--- config.mk ---
export PLATFORM = sky130hd
export DESIGN_NAME = boot_copier
export DESIGN_NICKNAME = d
export VERILOG_FILES = /design/src/rtl/boot_copier_pkg.sv /design/src/rtl/boot_ack_timer.sv /design/src/rtl/boot_copier.sv
export SDC_FILE = /design/constraint.sdc
export NUM_CORES = 1
export LEC_CHECK = 0
export CAP_MARGIN = 20
export CORE_MARGIN = 4
export CORE_UTILIZATION = 35
export DETAILED_ROUTE_END_ITERATION = 7
export PLACE_DENSITY_LB_ADDON = 0.25
export SYNTH_ARGS = -nofsm -noshare
export SYNTH_HDL_FRONTEND = slang
export SYNTH_SLANG_ARGS = --single-unit
--- constraint.sdc ---
create_clock -name clk -period 6.1 [get_ports clk]
set_input_delay 1.83 -clock clk [delete_from_list [all_inputs] [get_ports clk]]
set_output_delay 1.83 -clock clk [all_outputs]
set_load 0.05 [all_outputs]
--- src/rtl/boot_copier_pkg.sv ---
// Shared types and constants for the boot copier and its helpers.
package boot_copier_pkg;

  localparam int unsigned ROM_AW = 4;
  localparam int unsigned WORD_W = 16;
  localparam int unsigned TMR_W  = 8;

  localparam logic [ROM_AW-1:0] CSUM_ADDR = 4'hF;

  typedef enum logic [2:0] {
    IDLE,
    RD_REQ,
    RD_CAP,
    WR_REQ,
    DONE,
    ERROR
  } state_e;

endpackage

--- src/rtl/boot_ack_timer.sv ---
// Loadable down-counter that flags expiry when it reaches zero.
module boot_ack_timer #(
  parameter int unsigned W = 8
) (
  input  logic         clk,
  input  logic         rst_n,
  input  logic         load,
  input  logic [W-1:0] load_val,
  input  logic         dec,
  output logic         expired_c
);

  logic [W-1:0] count_q;

  always_ff @(posedge clk or negedge rst_n) begin
    if (!rst_n) begin
      count_q <= '0;
    end else if (load) begin
      count_q <= load_val;
    end else if (dec && (count_q != '0)) begin
      count_q <= count_q - W'(1);
    end
  end

  assign expired_c = (count_q == '0);

endmodule

--- src/rtl/boot_copier.sv ---
// Copies a window of boot ROM words into main memory while holding the CPU in reset.
// Define BOOT_CHECKSUM_EN to verify the running sum against ROM word 0xF before release.
module boot_copier
  import boot_copier_pkg::*;
#(
  parameter int unsigned COPY_LEN    = 8,
  parameter int unsigned SRC_BASE    = 0,
  parameter int unsigned DST_BASE    = 0,
  parameter int unsigned DST_AW      = 8,
  parameter int unsigned ACK_TIMEOUT = 15
) (
  input  logic              clk,
  input  logic              rst_n,
  input  logic              start,
  output logic              rom_cs,
  output logic              rom_we,
  output logic [ROM_AW-1:0] rom_addr,
  input  logic [WORD_W-1:0] rom_rdata,
  output logic              mem_cs,
  output logic              mem_we,
  output logic [DST_AW-1:0] mem_addr,
  output logic [WORD_W-1:0] mem_wdata,
  input  logic              mem_ack,
  output logic              cpu_hold,
  output logic              busy,
  output logic              done,
  output logic              err,
  output logic [WORD_W-1:0] checksum
);

  localparam int unsigned       IDX_W    = 5;
  localparam logic [IDX_W-1:0]  LAST_IDX = IDX_W'(COPY_LEN - 1);
  localparam logic [TMR_W-1:0]  TMO_LOAD = (ACK_TIMEOUT > 0) ? TMR_W'(ACK_TIMEOUT - 1) : TMR_W'(0);

  state_e             state_q, state_d;
  logic               boot_q;
  logic [IDX_W-1:0]   idx_q, idx_d;
  logic               csum_q, csum_d;
  logic [WORD_W-1:0]  buf_d, chk_d;
  logic               rom_cs_d, mem_cs_d, busy_d, done_d, err_d, cpu_hold_d;
  logic [ROM_AW-1:0]  rom_addr_d;
  logic [DST_AW-1:0]  mem_addr_d;
  logic               tmr_load_c, tmr_dec_c, tmr_expired_c;

  assign rom_we = 1'b0;

  boot_ack_timer #(.W(TMR_W)) u_ack_timer (
    .clk       (clk),
    .rst_n     (rst_n),
    .load      (tmr_load_c),
    .load_val  (TMO_LOAD),
    .dec       (tmr_dec_c),
    .expired_c (tmr_expired_c)
  );

  // Next state, datapath updates, and output decode of the state being entered.
  always_comb begin
    state_d    = state_q;
    idx_d      = idx_q;
    csum_d     = csum_q;
    buf_d      = mem_wdata;
    chk_d      = checksum;
    tmr_load_c = 1'b0;
    tmr_dec_c  = 1'b0;

    case (state_q)
      IDLE, DONE, ERROR: begin
        if (start) begin
          state_d = RD_REQ;
          idx_d   = '0;
          csum_d  = 1'b0;
          chk_d   = '0;
        end
      end
      RD_REQ: begin
        // first cycle after reset only loads the RD_REQ strobes
        if (!boot_q) state_d = RD_CAP;
      end
      RD_CAP: begin
        if (csum_q) begin
          state_d = (rom_rdata == checksum) ? DONE : ERROR;
        end else begin
          buf_d      = rom_rdata;
          chk_d      = checksum + rom_rdata;
          state_d    = WR_REQ;
          tmr_load_c = 1'b1;
        end
      end
      WR_REQ: begin
        if (mem_ack) begin
          idx_d = idx_q + IDX_W'(1);
          if (idx_q != LAST_IDX) begin
            state_d = RD_REQ;
          end else begin
`ifdef BOOT_CHECKSUM_EN
            state_d = RD_REQ;
            csum_d  = 1'b1;
`else
            state_d = DONE;
`endif
          end
        end else if (tmr_expired_c) begin
          state_d = ERROR;
        end else begin
          tmr_dec_c = 1'b1;
        end
      end
      default: state_d = IDLE;
    endcase

    rom_cs_d   = (state_d == RD_REQ) || (state_d == RD_CAP);
    rom_addr_d = csum_d ? CSUM_ADDR : ROM_AW'(SRC_BASE) + idx_d[ROM_AW-1:0];
    mem_cs_d   = (state_d == WR_REQ);
    mem_addr_d = DST_AW'(DST_BASE) + DST_AW'(idx_d);
    busy_d     = rom_cs_d || mem_cs_d;
    done_d     = (state_d == DONE);
    err_d      = (state_d == ERROR);
    cpu_hold_d = (state_d != DONE);
  end

  always_ff @(posedge clk or negedge rst_n) begin
    if (!rst_n) begin
      state_q   <= RD_REQ;
      boot_q    <= 1'b1;
      idx_q     <= '0;
      csum_q    <= 1'b0;
      mem_wdata <= '0;
      checksum  <= '0;
      rom_cs    <= 1'b0;
      rom_addr  <= '0;
      mem_cs    <= 1'b0;
      mem_we    <= 1'b0;
      mem_addr  <= '0;
      busy      <= 1'b0;
      done      <= 1'b0;
      err       <= 1'b0;
      cpu_hold  <= 1'b1;
    end else begin
      state_q   <= state_d;
      boot_q    <= 1'b0;
      idx_q     <= idx_d;
      csum_q    <= csum_d;
      mem_wdata <= buf_d;
      checksum  <= chk_d;
      rom_cs    <= rom_cs_d;
      rom_addr  <= rom_addr_d;
      mem_cs    <= mem_cs_d;
      mem_we    <= mem_cs_d;
      mem_addr  <= mem_addr_d;
      busy      <= busy_d;
      done      <= done_d;
      err       <= err_d;
      cpu_hold  <= cpu_hold_d;
    end
  end

endmodule

==> results of run 1 <==
worst max-delay path by stage:
stage                             from                  endpoint  slack (ns)  cells after the start
final                     rom_rdata[0]  checksum[14]$_DFFE_PN0P_        2.01                      9
after global routing      rom_rdata[0]  checksum[14]$_DFFE_PN0P_        1.80                      9
after CTS                 rom_rdata[0]  checksum[14]$_DFFE_PN0P_        2.02                      9
after detailed placement  rom_rdata[0]  checksum[14]$_DFFE_PN0P_        1.67                      9
after global placement    rom_rdata[0]  checksum[14]$_DFFE_PN0P_        1.68                      9
after floorplan           rom_rdata[0]  checksum[14]$_DFFE_PN0P_        2.31                      8
state kept, by name, summed over array words and instances (netlist names):
name,cells
checksum,16
mem_wdata,16
u_ack_timer.count_q,8
mem_addr,5
rom_addr,4
state_q,3
boot_q,1
busy,1
cpu_hold,1
csum_q,1
done,1
err,1
mem_we,1
rom_cs,1
layer usage:
| layer | track usage (%) | share of wire (%) | vias up |
|---|---|---|---|
| met3 | 4.35 | 5.2 | 9 |
| li1 | - | - | 1349 |
| met2 | 25.0 | 49 | 65 |
| met5 | 0 | 0 | - |
| met4 | 4.46 | 1.2 | 0 |
| met1 | 18.9 | 45 | 1311 |
cells in the mapped netlist, types with 3 or more instances:
cell type,instances,area share [%]
ha_1,17,6.6
a21o_1,5,1.2
xnor2_1,7,1.9
a22o_1,3,0.81
o211ai_1,4,0.93
and2_1,3,0.58
dfrtp_1,57,44
clkbuf_1,7,0.81
nor2_1,20,2.3
nor4_1,4,0.77
a211oi_1,7,1.6
buf_4,6,1.4
o21ai_0,29,4.5
nand2_1,77,8.9
a21oi_1,12,1.9
xor2_1,11,3.0
nand4_1,4,0.77
or3_1,3,0.58
inv_1,4,0.46
nand3_1,5,0.77
nor3_1,5,0.77
o21a_1,3,0.70
dfstp_2,3,2.4
a31oi_1,4,0.77
nand2b_1,6,1.2
metrics by stage:
stage / worst slack, ns / utilization [%]
2_1_floorplan: 2.31 / -
3_3_place_gp: 1.68 / 45.1
3_5_place_dp: 1.67 / 45.1
4_1_cts: 2.02 / 47.6
5_1_grt: 1.80 / 47.7
6_report: 2.01 / 47.7
critical path: stages:
cell,delay (ns)
clkdlybuf4s50_1,0.43
ha_1,0.25
fa_1,0.43
a211oi_1,0.38
o211ai_1,0.22
nand3_1,0.11
a21boi_0,0.10
or3_1,0.31
a32o_1,0.25
final cells by class:
| class | count | area, um2 |
|---|---|---|
| Clock buffer | 10 | 128 |
| Clock inverter | 6 | 88.8 |
| Fill cell | 870 | 4630 |
| Inverter | 5 | 18.8 |
| Multi-Input combinational cell | 267 | 1650 |
| Sequential cell | 60 | 1510 |
| Tap cell | 108 | 135 |
| Timing Repair Buffer | 71 | 696 |
power by group:
part           switching, mW  internal, mW
combinational          0.882         0.480
sequential             0.109         0.538
clock                  0.159         0.230
cells by family (layout without fill, tap and decap cells):
| kind of cell | count (synthesis) | in the layout | synth area share [%] |
|---|---|---|---|
| XOR/XNOR | 18 | 18 | 4.87 |
| adder cells (fa/ha/maj) | 18 | 18 | 7.20 |
| AND/OR/NAND/NOR | 139 | 139 | 19.9 |
| flip-flops | 60 | 60 | 46.5 |
| AO/OA/AOI/OAI | 85 | 85 | 17.6 |
| multiplexers | 2 | 2 | 0.619 |
| other | 1 | 5 | 0.116 |
| buffers and inverters | 21 | 92 | 3.17 |
==> flow_summary.json, run 1 <==
{
  "status": "completed",
  "worstRegToRegCells": 8,
  "clock_path_buffers": 2,
  "design_area_mm2": 0.00422,
  "die_x_um": 104,
  "dpl.hpwl_um": 5520,
  "critical_path_class": "input port to flip-flop",
  "wl_um": 7650,
  "setup_tns_ns": 0,
  "timing.rr.end": "checksum[14]$_DFFE_PN0P_",
  "min_path_type": "flip-flop to flip-flop",
  "ioPinCount": 72,
  "hold_end": "mem_wdata[10]$_DFFE_PN0P_",
  "crit_fanout": 3,
  "cp-end-kind": "flip-flop",
  "layout-drive-gt1-share_pct": 7.64,
  "post_cts_resized": 0,
  "slew_viol_final": 0,
  "worst_setup_path_start_kind": "input port",
  "period_minus_slack_ns": 4.09,
  "die-area_mm2": 0.0108,
  "core-area_mm2": 0.00885,
  "final_antenna_net_count": 0,
  "ir_worst_vdd_v": 0.000292,
  "cts_max_level": 3,
  "final_common_cell": "nand2_1",
  "grt_max_degree": 61,
  "yosys_most_used_dff": "dfrtp_1",
  "clk_latency_ns": 0.34,
  "drt_drc_violations_left": 0,
  "vias": 2734,
  "post-cts-setup-buffer-count": 0,
  "fin_nets": 452,
  "numPortBuffers": 67,
  "required_ns": 6.32,
  "synthToLayoutAreaGrowth_pct": 30.4,
  "reg2reg_slack_ns": 3.54,
  "clock_sinks": 60,
  "maxSlewHeadroom_pct": 49.6,
  "power_per_cell_area_mw_per_mm2": 568,
  "start_util_pct": 36.6,
  "max_cap_viol_count": 0,
  "placed_area_mm2": 0.00399,
  "grt_usage_pct": 15.0,
  "synth_cell_types": 55,
  "rsz0062_at_grt": "false",
  "grt_pass1_wl_um": 13400,
  "initialDrtViolationCount": 109,
  "dp_cells": 510,
  "fin_crit_sh_pct": 67.0,
  "p_total_mw": 2.40,
  "rows": 34,
  "wire_per_inst_um": 14.5,
  "grt.overflow.total": 0,
  "synth.avg_cell_area_um2": 9.40,
  "yosys_warnings": 0,
  "final_cells": 527,
  "cts-root-buf": "clkbuf_8",
  "hp-start": "mem_wdata[10]$_DFFE_PN0P_",
  "first_pass_iters": 4,
  "tritoncts": "done",
  "hold_viol": 0,
  "whs_ns": 0.475,
  "timing.rr.start": "checksum[0]$_DFFE_PN0P_",
  "grt_pass1_vias": 2782,
  "grt_antenna_before_repair": 0,
  "ctsHoldBuffers": 0,
  "tightest_slew_ns": 0.756,
  "synth.cell_area_mm2": 0.00323,
  "cts-buffers-inserted": 9,
  "fmax_mhz": 245,
  "seq_area_frac_synth_pct": 46.5,
  "synth_edf_count": 0,
  "ys_ff_latch": 60,
  "worstPathArrival_ns": 4.31,
  "setup_viol": 0,
  "layout_common_cells": "nand2_1 (77), clkdlybuf4s50_1 (66), dfrtp_1 (57)",
  "fin_skew_ns": 0.00927,
  "async_flop_share_pct": 100,
  "clkTransAtPathRegs_ns": 0.07,
  "antenna_cells": 0,
  "fp.dieH_um": 104,
  "routabilityCongestion": 0.817,
  "routed_via_density": 5.19,
  "worstHoldPathCells": 2,
  "p_leak_nw": 1.88,
  "syn_inst": 344
}
Power figures use the tool's default switching activity.
==> inputs of run 2 (changes only) <==
==> constraint.sdc (replaced) <==
create_clock -name clk -period 4 [get_ports clk]
set_input_delay 1.2 -clock clk [delete_from_list [all_inputs] [get_ports clk]]
set_output_delay 1.2 -clock clk [all_outputs]
set_load 0.05 [all_outputs]
==> run 2 against run 1 <==
Net effect: worst hold slack gained 0.0019 ns; critical path type unchanged; first-iteration DRC count decreased by 12%; clock power is 54% higher; largest cell class unchanged; largest power group unchanged; global-route usage rose by 0.25 points; critical path depth unchanged.
==> flow_summary.json, run 2 (synthesized netlist as in run 1, its figures left out) <==
{
  "vias": 2724,
  "maxSlewHeadroom_pct": 60.4,
  "worst_setup_path_start_kind": "input port",
  "fp.dieH_um": 104,
  "min_path_type": "flip-flop to flip-flop",
  "dpl.hpwl_um": 5710,
  "worstHoldPathCells": 2,
  "post-cts-setup-buffer-count": 0,
  "synthToLayoutAreaGrowth_pct": 30.9,
  "max_cap_viol_count": 0,
  "die_x_um": 104,
  "fin_crit_sh_pct": 87.4,
  "ctsHoldBuffers": 0,
  "setup_viol": 0,
  "tightest_slew_ns": 0.588,
  "top_regs": "checksum x16, mem_wdata x16, u_ack_timer.count_q x8",
  "ir_worst_vdd_v": 0.000455,
  "final_common_cell": "nand2_1",
  "p_total_mw": 3.67,
  "routabilityCongestion": 0.832,
  "hold_end": "mem_wdata[15]$_DFFE_PN0P_",
  "die-area_mm2": 0.0108,
  "clock_path_buffers": 2,
  "final_antenna_net_count": 0,
  "clk_latency_ns": 0.34,
  "antenna_cells": 0,
  "post_cts_resized": 0,
  "drt_drc_violations_left": 0,
  "layout_common_cells": "nand2_1 (77), clkdlybuf4s50_1 (66), dfrtp_1 (57)",
  "grt_pass1_wl_um": 13700,
  "fillers": 860,
  "reg2reg_slack_ns": 1.42,
  "slew_viol_final": 0,
  "numPortBuffers": 67,
  "p_leak_nw": 1.89,
  "tritoncts": "done",
  "core-area_mm2": 0.00885,
  "start_util_pct": 36.6,
  "hp-start": "mem_wdata[15]$_DFFE_PN0P_",
  "required_ns": 4.22,
  "routed_via_density": 5.15,
  "power_per_cell_area_mw_per_mm2": 867,
  "grt.overflow.total": 0,
  "wl_um": 7780,
  "cts_max_level": 3,
  "crit_fanout": 3,
  "clkTransAtPathRegs_ns": 0.07,
  "status": "completed",
  "grt_antenna_before_repair": 0,
  "fmax_mhz": 286,
  "timing.rr.end": "checksum[14]$_DFFE_PN0P_",
  "cts-root-buf": "clkbuf_8",
  "fin_skew_ns": 0.00907,
  "hold_viol": 0,
  "layout-drive-gt1-share_pct": 8.08,
  "initialDrtViolationCount": 96,
  "grt_max_degree": 25,
  "worstRegToRegCells": 8,
  "ioPinCount": 72,
  "cp-end-kind": "flip-flop",
  "clock_sinks": 60,
  "wire_per_inst_um": 14.7,
  "critical_path_class": "input port to flip-flop",
  "period_minus_slack_ns": 3.50,
  "whs_ns": 0.477,
  "fin_nets": 454,
  "first_pass_iters": 4,
  "timing.rr.start": "checksum[0]$_DFFE_PN0P_",
  "grt_usage_pct": 15.3,
  "worstPathArrival_ns": 3.72,
  "grt_pass1_vias": 2775,
  "setup_tns_ns": 0,
  "rows": 34,
  "rsz0062_at_grt": "false",
  "cts-buffers-inserted": 9
}
run 2: cell count changes in the layout (fill, tap and decap cells not counted), sizes merged:
cell / delta
buf: +2
run 2: how the worst max path moves through the flow:
stage	start	endpoint	slack (ns)	depth (start not counted)
floorplan	rom_rdata[0]	checksum[14]$_DFFE_PN0P_	0.84	8
global placement	rom_rdata[0]	checksum[14]$_DFFE_PN0P_	0.21	9
detailed placement	rom_rdata[0]	checksum[14]$_DFFE_PN0P_	0.18	9
CTS	rom_rdata[0]	checksum[14]$_DFFE_PN0P_	0.53	9
global route	rom_rdata[0]	checksum[14]$_DFFE_PN0P_	0.36	9
finish	rom_rdata[0]	checksum[14]$_DFFE_PN0P_	0.50	9
run 2: metrics by stage:
step           area (um2)  util, %  worst slack (ns)  instances
6_report             4230     47.8             0.504        529
4_1_cts              4230     47.8             0.533        529
5_1_grt              4230     47.8             0.360        529
2_1_floorplan        3250        -             0.840        348
3_5_place_dp         4020     45.4             0.185        513
3_3_place_gp         4020     45.4             0.210        513
run 2: routing by layer:
| metal | vias up | global-route usage, % | wire length (um) |
|---|---|---|---|
| met2 | 81 | 24.6 | 3690 |
| met5 | - | 0 | 0 |
| li1 | 1350 | - | - |
| met4 | 0 | 4.84 | 78 |
| met3 | 9 | 4.10 | 479 |
| met1 | 1284 | 20.0 | 3530 |
run 2: power breakdown:
| group | internal (mW) | switching, mW | leakage [nW] |
|---|---|---|---|
| sequential | 0.820 | 0.168 | 0.756 |
| combinational | 0.737 | 1.35 | 1.03 |
| clock | 0.351 | 0.249 | 0.102 |
| total | 1.91 | 1.76 | 1.89 |
run 2: area by class of cell:
cell class / count / area [um2] / share of cell area [%]
clock buffer: 10 / 128 / 3.02
timing repair buffer: 73 / 711 / 16.8
sequential: 60 / 1510 / 35.6
tap: 108 / 135 / 3.19
clock inverter: 6 / 88.8 / 2.10
multi-input combinational: 267 / 1650 / 38.9
inverter: 5 / 18.8 / 0.443
run 2: critical path: stages:
cell,delay (ns)
clkdlybuf4s50_1,0.44
ha_1,0.25
fa_1,0.43
a211oi_1,0.39
o211ai_1,0.22
nand3_1,0.11
a21boi_0,0.09
or3_1,0.31
a32o_1,0.26
